==> config.mk <==
export PLATFORM = sky130hd
export DESIGN_NAME = instr_fetch_queue
export DESIGN_NICKNAME = d
export VERILOG_FILES = /design/src/rtl/instr_fetch_queue.sv
export SDC_FILE = /design/constraint.sdc
export NUM_CORES = 1
export LEC_CHECK = 0
export ABC_AREA = 0
export CELL_PAD_IN_SITES_DETAIL_PLACEMENT = 1
export CELL_PAD_IN_SITES_GLOBAL_PLACEMENT = 2
export CORE_MARGIN = 1
export CORE_UTILIZATION = 41
export DETAILED_ROUTE_END_ITERATION = 8
export GPL_ROUTABILITY_DRIVEN = 1
export HOLD_SLACK_MARGIN = 0.1
export PLACE_DENSITY = 0.93
export SLEW_MARGIN = 10
export SYNTH_ARGS = -nofsm -noshare
export SYNTH_HDL_FRONTEND = slang
export SYNTH_SLANG_ARGS = --single-unit
==> constraint.sdc <==
create_clock -name i_clk -period 2.7 [get_ports i_clk]
set_input_delay 0.81 -clock i_clk [delete_from_list [all_inputs] [get_ports i_clk]]
set_output_delay 0.81 -clock i_clk [all_outputs]
set_load 0.02 [all_outputs]
==> src/rtl/instr_fetch_queue.sv <==
// rtl/instr_fetch_queue.sv - in-order instruction fetch queue between PC and decode
module instr_fetch_queue #(
  parameter int AW           = 36,
  parameter int IW           = 36,
  parameter int DEPTH        = 4,
  parameter int MAX_INFLIGHT = 4
) (
  input  logic          i_clk,
  input  logic          i_rst_n,
  input  logic [AW-1:0] i_pc,
  output logic          o_pc_advance,
  output logic          o_imem_req_valid,
  output logic [AW-1:0] o_imem_addr,
  input  logic          i_imem_req_ready,
  input  logic          i_imem_rsp_valid,
  input  logic [IW-1:0] i_imem_rsp_data,
  input  logic          i_redirect,
  output logic          o_inst_valid,
  output logic [IW-1:0] o_inst,
  output logic [AW-1:0] o_inst_pc,
  input  logic          i_inst_ready,
  output logic          o_err_spurious
);

  localparam int PW = $clog2(DEPTH);
  localparam int CW = $clog2(DEPTH + 1);
  localparam int FW = $clog2(MAX_INFLIGHT + 1);
  localparam logic [CW-1:0] DEPTH_C = CW'(DEPTH);
  localparam logic [FW-1:0] MAXF_C  = FW'(MAX_INFLIGHT);

  logic [AW-1:0]    ent_pc     [DEPTH];
  logic [IW-1:0]    ent_inst   [DEPTH];
  logic [DEPTH-1:0] ent_filled;

  logic [PW-1:0] alloc_ptr, fill_ptr, rd_ptr;
  logic [CW-1:0] alloc_cnt;
  logic [FW-1:0] inflight, drop_cnt, inflight_nxt;
  logic          err_q;

  logic accept, pop, rsp_live, rsp_drop, rsp_fill, rsp_spurious;

  // Outputs are held low while reset is asserted so the request port is quiet during reset.
  assign o_imem_req_valid = i_rst_n & !i_redirect & (alloc_cnt < DEPTH_C) & (inflight < MAXF_C);
  assign o_imem_addr      = i_pc;
  assign accept           = o_imem_req_valid & i_imem_req_ready;
  assign o_pc_advance     = accept;

  assign o_inst_valid = !i_redirect & (alloc_cnt != '0) & ent_filled[rd_ptr];
  assign o_inst       = ent_inst[rd_ptr];
  assign o_inst_pc    = ent_pc[rd_ptr];
  assign pop          = o_inst_valid & i_inst_ready;

  // A response only counts against inflight when something is actually outstanding.
  assign rsp_live     = i_imem_rsp_valid & (inflight != '0);
  assign rsp_drop     = rsp_live & ((drop_cnt != '0) | i_redirect);
  assign rsp_fill     = rsp_live & (drop_cnt == '0) & !i_redirect;
  assign rsp_spurious = i_imem_rsp_valid & (inflight == '0) & !accept;

  assign o_err_spurious = err_q;

  // Next outstanding-request count; also seeds drop_cnt on a redirect.
  always_comb begin
    inflight_nxt = inflight + FW'(accept) - FW'(rsp_live);
  end

  // Pointers, counters and the sticky spurious-response flag.
  always_ff @(posedge i_clk or negedge i_rst_n) begin
    if (!i_rst_n) begin
      alloc_ptr <= '0;
      fill_ptr  <= '0;
      rd_ptr    <= '0;
      alloc_cnt <= '0;
      inflight  <= '0;
      drop_cnt  <= '0;
      err_q     <= 1'b0;
    end else begin
      inflight <= inflight_nxt;
      if (rsp_spurious) err_q <= 1'b1;
      if (i_redirect) begin
        alloc_cnt <= '0;
        alloc_ptr <= rd_ptr;
        fill_ptr  <= rd_ptr;
        drop_cnt  <= inflight_nxt;
      end else begin
        if (accept)   alloc_ptr <= alloc_ptr + PW'(1);
        if (rsp_fill) fill_ptr  <= fill_ptr + PW'(1);
        if (pop)      rd_ptr    <= rd_ptr + PW'(1);
        if (rsp_drop) drop_cnt  <= drop_cnt - FW'(1);
        case ({accept, pop})
          2'b10:   alloc_cnt <= alloc_cnt + CW'(1);
          2'b01:   alloc_cnt <= alloc_cnt - CW'(1);
          default: alloc_cnt <= alloc_cnt;
        endcase
      end
    end
  end

  // Entry storage: PC written at allocation, instruction and filled bit at response.
  always_ff @(posedge i_clk or negedge i_rst_n) begin
    if (!i_rst_n) begin
      for (int i = 0; i < DEPTH; i++) begin
        ent_pc[i]   <= '0;
        ent_inst[i] <= '0;
      end
      ent_filled <= '0;
    end else if (i_redirect) begin
      ent_filled <= '0;
    end else begin
      if (accept) begin
        ent_pc[alloc_ptr]     <= i_pc;
        ent_filled[alloc_ptr] <= 1'b0;
      end
      if (rsp_fill) begin
        ent_inst[fill_ptr]   <= i_imem_rsp_data;
        ent_filled[fill_ptr] <= 1'b1;
      end
    end
  end

endmodule

# Word-level counts from Yosys, hierarchy flattened
# Index checks and enable logic that the tools add are counted.
[classes]
n_lt_le_gt_ge = 12
eq_ne = 2
mux = 30
reduce_logical = 18
addsub = 8
bitwise_logic = 21
[op_table]
columns = ["cell", "count"]
rows = [
  ["$bwmux W144", 2],
  ["$mux W36", 6],
  ["$bmux W36 S2", 2],
  ["$demux W36 S2", 2],
  ["$mux W4", 4],
  ["$and A1 B1 Y1", 13],
  ["$reduce_bool A3 Y1", 4],
  ["$ge A3 B3 Y1 const B", 3],
  ["$lt A2 B3 Y1 const B", 3],
  ["$mux W3", 3],
  ["$not A2 Y3", 3],
  ["$mux W2", 4],
  ["$add A2 B1 Y2 const B", 3],
  ["$logic_not A3 Y1", 2],
  ["$lt A3 B1 Y1 const B", 2],
  ["$lt A3 B3 Y1 const B", 2],
  ["$pmux W3 S2", 1],
  ["$reduce_and A2 Y1", 3],
  ["$reduce_bool A2 Y1", 3],
  ["$sub A3 B1 Y3 const B", 2],
  ["$and A4 B4 Y4", 1],
  ["$demux W1 S2", 2],
  ["$ge A2 B1 Y1 const B", 2],
  ["$logic_and A1 B1 Y1", 4],
  ["12 further kinds", 15],
]
[word_totals]
out_inout_bits = 112
in_bits = 78
wordCells = 107
register_bits = 308

# Longest topological paths before layout
# Gate-level depths: netlist of run 1.
[depth]
word_depth = 11
mapped_depth = 11
mapped_depth_nobuf = 11

# Least setup slack after synthesis of run 1
# No wires, ideal clock.
[synth_timing]
kind = "input-to-reg"
from = "input port i_redirect"
to = "register alloc_cnt[2]"
stages = 8
path_buffers = 1
arrival_ns = 2.841
t_required_ns = 2.631
setup_slack_ns = -0.210
setup_time_ns = 0.069
path_cell_list = "nor4b_4 nand2_4 inv_2 buf_12 nor2_1 fa_1 or4_2 nand3_1"
[synth_via]
elab_chain_len = 8
elab_cells_between_ends = 13
classes_between = "eq/ne (2); mux (2); bitwise (7); reduce/logical (2)"
[synth_lines]
columns = ["element", "line", "text"]
rows = [
  ["start, declared", "17", "input logic i_redirect,"],
  ["$logic_not A1 Y1 *", "43", "assign o_imem_req_valid = i_rst_n & !i_redirect & (alloc_cnt < DEPTH_C) & (inflight < MAXF_C);"],
  ["$and A1 B1 Y1 * (3 in a row)", "43", ""],
  ["$and A1 B1 Y1 *", "45", "assign accept = o_imem_req_valid & i_imem_req_ready;"],
  ["net o_pc_advance", "11", "output logic o_pc_advance,"],
  ["$eq A2 B1 Y1 / $eq A2 B2 Y1 (equally long branches)", "89", "case ({accept, pop})"],
  ["$pmux W3 S2", "89", ""],
  ["$mux W3", "79", "if (i_redirect) begin"],
  ["end signal, assigned", "90", "2'b10: alloc_cnt <= alloc_cnt + CW'(1);"],
  ["end signal, assigned", "91", "2'b01: alloc_cnt <= alloc_cnt - CW'(1);"],
  ["end signal, assigned", "92", "default: alloc_cnt <= alloc_cnt;"],
  ["end, declared", "36", "logic [CW-1:0] alloc_cnt;"],
]
# The timed path passes the listed nets; every way through them passes the cells marked *.
# A chain may end at the register's enable or synchronous reset.

# Worst setup path after layout of run 1
[layout_timing]
from = "register rd_ptr[0]"
to = "output port o_inst_pc[31]"
[layout_via]
elab_chain_len = 4
[layout_lines]
columns = ["element", "line", "text"]
rows = [
  ["start, declared", "35", "logic [PW-1:0] alloc_ptr, fill_ptr, rd_ptr;"],
  ["start signal, assigned", "87", "if (pop) rd_ptr <= rd_ptr + PW'(1);"],
  ["$not A2 Y3 (implied by the code)", "50", "assign o_inst_pc = ent_pc[rd_ptr];"],
  ["$bmux W36 S2", "50", ""],
  ["$mux W36 (implied by the code) (2 in a row)", "50", ""],
  ["end, declared", "20", "output logic [AW-1:0] o_inst_pc,"],
]
# Every way passes these cells. The select of a mux whose other input is x is not followed.

==> results of run 1 <==
-- cell families (layout without fill, tap and decap cells) --
family	after synthesis	in the layout	synth area share (%)
AO/OA/AOI/OAI	17	17	0.834
XOR/XNOR	8	8	0.582
adder cells (fa/ha/maj)	14	14	1.32
buffers and inverters	96	370	5.40
flip-flops	308	308	53.5
multiplexers	364	364	36.4
other	0	1	0
AND/OR/NAND/NOR	38	38	1.89
-- path summary, 6_finish.rpt --
check | startpoint | endpoint | slack, ns | cells after the start
worst min-delay path | i_rst_n | ent_inst[66] | 0.41 | 2
worst max-delay path | rd_ptr[0] | o_inst_pc[31] | -0.17 | 4
min in group i_clk | o_err_spurious | o_err_spurious | 0.47 | 1
max in group asynchronous | i_rst_n | rd_ptr[0] | 0.85 | 3
worst max register to register | rd_ptr[0] | alloc_cnt[1] | 0.17 | 10
worst min register to register | o_err_spurious | o_err_spurious | 0.47 | 1
-- registers in the layout, summed over array words and instances, names as in the netlist, 3 cells and up --
signal      flops
alloc_cnt       3
drop_cnt        3
ent_filled      4
ent_inst      144
ent_pc        144
inflight        3
-- repair_timing --
item | 4_1_cts | 5_1_grt
buffers inserted | 10 | 5
hold buffers | 0 | 0
cloned | 5 | 3
hold endpoints to repair | 0 | 0
endpoints found under the setup margin | 111 | 76
pin swaps | 0 | 1
gates resized for setup | 421 | 62
-- cell usage after synthesis, types with 2 or more instances --
cell      count  area, um^2
buf_12       10         200
and3_1        2        12.5
clkbuf_1      7        26.3
nand2b_1      2        12.5
buf_4        40         300
mux2_4       87        1310
buf_2        11        55.1
mux4_2       73        1640
a31o_2        5        43.8
xnor2_1       6        52.6
nand4_1       2        12.5
mux2_2      202        2270
nand2_8       3        60.1
dfrtp_1     308        7710
nor2b_1       2        12.5
mux2i_1       2        20.0
o311ai_0      2        17.5
nand3_1       3        15.0
fa_1          2        40.0
inv_1        11        41.3
buf_1         3        11.3
and2_1        5        31.3
ha_1         12         150
o21ai_0       6        30.0
buf_6        12         135
nor3_1        2        10.0
nor2_1        4        15.0
nand2_1       7        26.3
-- per-stage QoR --
step                cells  setup TNS [ns]  power [uW]  cell area, um^2
finish               1575           -8.13       18500            18600
detailed placement   1488          -54.06       12900            17000
global placement     1488          -55.93       12600            17000
global route         1575          -12.45       19300            18600
floorplan             845          -0.334       10500            14400
CTS                  1567          -10.20       18200            18300
-- layout make-up --
class	count	area [um^2]	area share, %
sequential	308	7710	41.5
multi-input combinational	441	5940	32.0
inverter	13	51.3	0.276
tap	455	569	3.06
clock buffer	54	1120	6.03
clock inverter	11	125	0.674
timing repair buffer	292	3050	16.4
antenna	1	2.50	0.0135
-- layer usage --
metal | vias up | GRT usage [%]
li1 | 3566 | -
met3 | 53 | 4.19
met2 | 198 | 35.2
met1 | 4346 | 25.3
met5 | - | 0
met4 | 4 | 5.89
-- power breakdown --
group | leakage (uW) | switching (uW) | internal, uW
Sequential | 0.00408 | 813 | 5940
Clock | 0.000612 | 1970 | 3070
Combinational | 0.00414 | 2800 | 3870
Total | 0.00883 | 5570 | 12900
==> impl_metrics.py, run 1 <==
metrics = {
    "synthesis": {
        "netlist_instances": 845,
        "synth_ff_type": "dfrtp_1",
        "ys_types": 42,
        "synth_nets": 937,
        "avgSynthCellArea_um2": 17.0,
        "syn-cell-area_um2": 14400,
        "ys_seq_area_share_pct": 53.5,
        "ys_ff_latch": 308,
        "yosysWarnings": 0,
        "async_flop_share_pct": 100,
        "synth-edff-count": 0,
    },
    "drt": {
        "vias_per_cell": 5.19,
        "drc": 0,
        "wirelength_mm": 36.0,
        "first_pass_iters": 4,
        "vias": 8167,
        "drtAntennaViolNets": 0,
        "dr_wl_met3_mm": 1.67,
        "top_layer": "met5",
        "drt-met1-wl_mm": 14.7,
        "wl_per_cell_um": 22.9,
        "route.met2.wl_mm": 18.9,
        "drt-initial-drc-count": 283,
    },
    "final_layout": {
        "syn_to_final_growth_pct": 29.0,
        "n_fill_cell": 3238,
        "num-nets-final": 1184,
        "fin_util_pct": 53.8,
        "layout_common_cells": "dfrtp_1 (306), mux2_2 (202), mux2_4 (87), clkdlybuf4s50_1 (76), buf_4 (75)",
        "drive_gt1_share_pct": 55.9,
        "layout_commonest_cell": "dfrtp_1",
    },
    "grt": {
        "grt_pass1_vias": 9483,
        "globalRouteOverflowTotal": 0,
        "antenna_found_initial": 3,
        "grt_pass1_wl_mm": 55.8,
        "grt.total_usage_pct": 20.2,
        "grt_max_degree": 106,
    },
    "sta": {
        "period_minus_slack_ns": 2.87,
        "relSlewSlack_pct": 36.1,
        "setup_violations": 73,
        "rsz0062_at_grt": "true",
        "fmax_mhz": 348,
        "period_share_pct": 106,
        "fin_worst_skew_ns": 0.0248,
        "worst_slew_pin_slew_ns": 0.958,
        "whs_ns": 0.415,
        "finalHoldViolCount": 0,
        "drv_slew": 0,
        "setup_slack_ns": -0.172,
    },
    "power_and_ir_drop": {
        "p_leak_uw": 0.00883,
        "power.density_nw_per_um2": 993,
        "vdd_drop_max_mv": 0.518,
    },
    "run_status": {
        "outcome": "complete, but fails checks",
        "violations": "negative setup slack",
    },
    "worst_setup_path": {
        "cpPeakStageDelay_ns": 0.53,
        "worst_path_most_repeated_cell": "buf_6",
        "arrival_ns": 2.06,
        "path_buf_inv": 3,
        "cp_slowest_cell": "mux4_2",
        "cp_top_family": "multiplexers",
        "path_max_fanout": 7,
        "critical_path_class": "reg2out",
        "crit_path_cell_trace": "buf_6 > clkbuf_16 > mux4_2 > buf_6",
        "startpoint_type": "flop",
        "cp-end-kind": "output pin",
        "crit_required_ns": 1.89,
    },
    "floorplanning": {
        "die_h_um": 189,
        "core_um2": 34500,
        "die-area_um2": 35900,
        "die_width_um": 189,
        "rows": 68,
        "io_pins": 190,
        "start_util_pct": 41.7,
    },
    "placed_design": {
        "place_ws_ns": -0.538,
        "gp_congestion": 0.737,
        "port_buffers": 189,
        "dp_hpwl_mm": 22.1,
    },
    "clock_tree": {
        "clk_latency_ns": 0.52,
        "cts_tree": "built",
        "cts-buffers-inserted": 36,
        "root_buffer": "clkbuf_16",
        "htree_levels": 2,
        "clkTransAtPathRegs_ns": 0.06,
        "cts.sinks": 308,
        "clock_path_buffers": 3,
    },
    "worst_hold_path": {
        "hold_path.class": "in2async",
    },
    "run": {
        "maxCapViolations": 0,
    },
}
Note: power is estimated with default switching activity, not from simulation.
==> run 2: changes to the inputs <==
--- a/config.mk
+++ b/config.mk
@@ -13,7 +13,8 @@
 export DETAILED_ROUTE_END_ITERATION = 8
 export GPL_ROUTABILITY_DRIVEN = 1
 export HOLD_SLACK_MARGIN = 0.1
-export PLACE_DENSITY = 0.93
+export PLACE_DENSITY = 0.87
+export SETUP_SLACK_MARGIN = 0.5
 export SLEW_MARGIN = 10
 export SYNTH_ARGS = -nofsm -noshare
 export SYNTH_HDL_FRONTEND = slang
==> run 2 against run 1 <==
  * The run still ends with negative setup slack left
  * Sequential power hardly changed
  * Sequential cell count is the same
  * Cell count grew 1.6%
  * Register-to-register slack got worse by 0.29 ns
  * Critical path depth rose by 1
  * Fmax shrank 0.90%
  * Worst hold slack got worse by 0.0020 ns
  * Final area is 2.2% higher
  * Critical path type unchanged
  * Critical endpoint unchanged
==> impl_metrics.py, run 2 (synthesis results as in run 1) <==
metrics = {
    "drt": {
        "wirelength_mm": 36.7,
        "vias_per_cell": 5.22,
        "vias": 8353,
        "drt-initial-drc-count": 305,
        "drtAntennaViolNets": 0,
        "wl_per_cell_um": 22.9,
        "drc": 0,
        "first_pass_iters": 4,
    },
    "sta": {
        "relSlewSlack_pct": 43.9,
        "setup_slack_ns": -0.198,
        "period_minus_slack_ns": 2.90,
        "fmax_mhz": 345,
        "finalSetupTns_ns": -10.58,
        "period_share_pct": 107,
        "fin_worst_skew_ns": 0.0224,
        "setup_violations": 75,
        "drv_slew": 0,
        "worst_slew_pin_slew_ns": 0.842,
        "rsz0062_at_grt": "true",
        "finalHoldViolCount": 0,
    },
    "power_and_ir_drop": {
        "pwr-share-clk_pct": 27.6,
        "p_switching_uw": 5530,
        "comb_power_share_pct": 36.2,
        "internal_power_uw": 13000,
        "finalPower_uw": 18600,
        "p_seq_share_pct": 36.2,
        "power.density_nw_per_um2": 978,
        "p_leak_uw": 0.00909,
        "vdd_drop_max_mv": 0.554,
        "swShare_pct": 29.8,
    },
    "floorplanning": {
        "die-area_um2": 35900,
        "die_h_um": 189,
        "start_util_pct": 41.7,
        "io_pins": 190,
        "rows": 68,
        "die_width_um": 189,
        "core_um2": 34500,
    },
    "placed_design": {
        "dp.cells": 1500,
        "post_dp_cell_area_um2": 17200,
        "port_buffers": 189,
        "dp_hpwl_mm": 21.6,
        "gp_congestion": 0.743,
    },
    "run": {
        "maxCapViolations": 0,
    },
    "grt": {
        "antenna_found_initial": 1,
        "globalRouteOverflowTotal": 0,
        "grt_pass1_vias": 9781,
        "grt.total_usage_pct": 20.5,
        "grt_pass1_wl_mm": 57.2,
        "grt_max_degree": 137,
    },
    "clock_tree": {
        "root_buffer": "clkbuf_16",
        "cts.sinks": 308,
        "holdBufCountCts": 0,
        "clk_latency_ns": 0.51,
        "cts-buffers-inserted": 37,
        "htree_levels": 2,
        "cts_tree": "built",
        "clkTransAtPathRegs_ns": 0.06,
        "clock_path_buffers": 3,
    },
    "final_layout": {
        "n_fill_cell": 3224,
        "reg.largest.list": "ent_inst: 144 flops, ent_pc: 144 flops, ent_filled: 4 flops",
        "layout_commonest_cell": "dfrtp_1",
        "fin_util_pct": 54.9,
        "drive_gt1_share_pct": 61.3,
        "layout_common_cells": "dfrtp_1 (304), mux2_2 (201), buf_6 (97), mux2_4 (88), buf_4 (81)",
        "antenna_cells": 0,
        "num-nets-final": 1213,
        "fin_cells": 1600,
        "design_area_um2": 19000,
        "syn_to_final_growth_pct": 31.8,
    },
    "worst_setup_path": {
        "startpoint": "rd_ptr[0]",
        "startpoint_type": "flop",
        "cp-end-kind": "output pin",
        "critical_path_class": "reg2out",
        "r2r-start": "rd_ptr[0]",
        "arrival_ns": 2.09,
        "crit_required_ns": 1.89,
        "path_max_fanout": 6,
    },
    "run_status": {
        "violations": "negative setup slack",
        "outcome": "complete, but fails checks",
    },
    "worst_hold_path": {
        "hold_path.class": "in2async",
    },
}
-- run 2: changes by cell type in the layout (fill, tap and decap cells not counted), sizes merged --
cell           previous run  this run
buf                     175       238
clkdlybuf4s50            76        38
clkinv                    8         4
bufinv                    2         4
clkbuf                   57        59
inv                      12        14
clkinvlp                  2         1
diode                     1         0
-- run 2: final timing paths --
kind / to / slack [ns] / depth (start not counted)
min in group i_clk: o_err_spurious / 0.47 / 1
max in group asynchronous: rd_ptr[1] / 1.04 / 3
hold reg to reg: o_err_spurious / 0.47 / 1
setup reg to reg: alloc_cnt[1] / -0.12 / 12
hold / removal: ent_pc[80] / 0.41 / 2
setup / recovery: o_inst_pc[31] / -0.20 / 5
-- run 2: repair_timing --
action                     CTS  global route
pin swaps                    7             7
cloned                       3             5
setup endpoints to repair  409           256
gates resized for setup    645            62
hold endpoints to repair     0             0
setup buffers               23             6
-- run 2: area by class of cell --
type / instances / area [um^2] / share of cell area [%]
inverter: 13 / 53.8 / 0.283
tap: 455 / 569 / 3.00
multi-input combinational: 441 / 6050 / 31.9
sequential: 308 / 7720 / 40.7
timing repair buffer: 320 / 3330 / 17.6
clock buffer: 53 / 1100 / 5.79
clock inverter: 10 / 160 / 0.844
-- run 2: per-stage QoR --
step | hold WS (ns) | setup WS (ns)
6_report | 0.413 | -0.198
2_1_floorplan | 0.474 | -0.137
3_5_place_dp | 0.463 | -0.531
3_3_place_gp | 0.462 | -0.510
5_1_grt | 0.459 | -0.238
4_1_cts | 0.426 | -0.231
-- run 2: per-layer routing --
metal | vias up | track usage [%] | share of wire (%)
li1 | 3630 | - | -
met1 | 4495 | 26.8 | 42
met3 | 61 | 2.58 | 3.6
met5 | - | 0 | 0
met2 | 167 | 35.9 | 52
met4 | 0 | 5.37 | 2.3
-- run 2: power groups by stage --
| stage | combinational (uW) | clock, uW | sequential (uW) |
|---|---|---|---|
| after floorplan | 4090 | 0 | 6460 |
| after global routing | 7120 | 5430 | 6890 |
| after detailed placement | 6190 | 0 | 6740 |
| after CTS | 6340 | 5260 | 6710 |
| after global placement | 6040 | 0 | 6650 |
| final | 6710 | 5130 | 6730 |
-- run 2: critical path, cell delays in order (launching register included) --
cell and delay, ns:
dfrtp_4 0.54, buf_6 0.14, buf_6 0.12, buf_8 0.13, mux4_2 0.48, buf_6 0.16
==> run 3: changes to the inputs <==
--- a/config.mk
+++ b/config.mk
@@ -15,7 +15,7 @@
 export HOLD_SLACK_MARGIN = 0.1
 export PLACE_DENSITY = 0.87
 export SETUP_SLACK_MARGIN = 0.5
-export SLEW_MARGIN = 10
+export SLEW_MARGIN = 20
 export SYNTH_ARGS = -nofsm -noshare
 export SYNTH_HDL_FRONTEND = slang
 export SYNTH_SLANG_ARGS = --single-unit
==> results of run 3 <==
The final DEF is identical to that of run 2; final timing and power are the same.
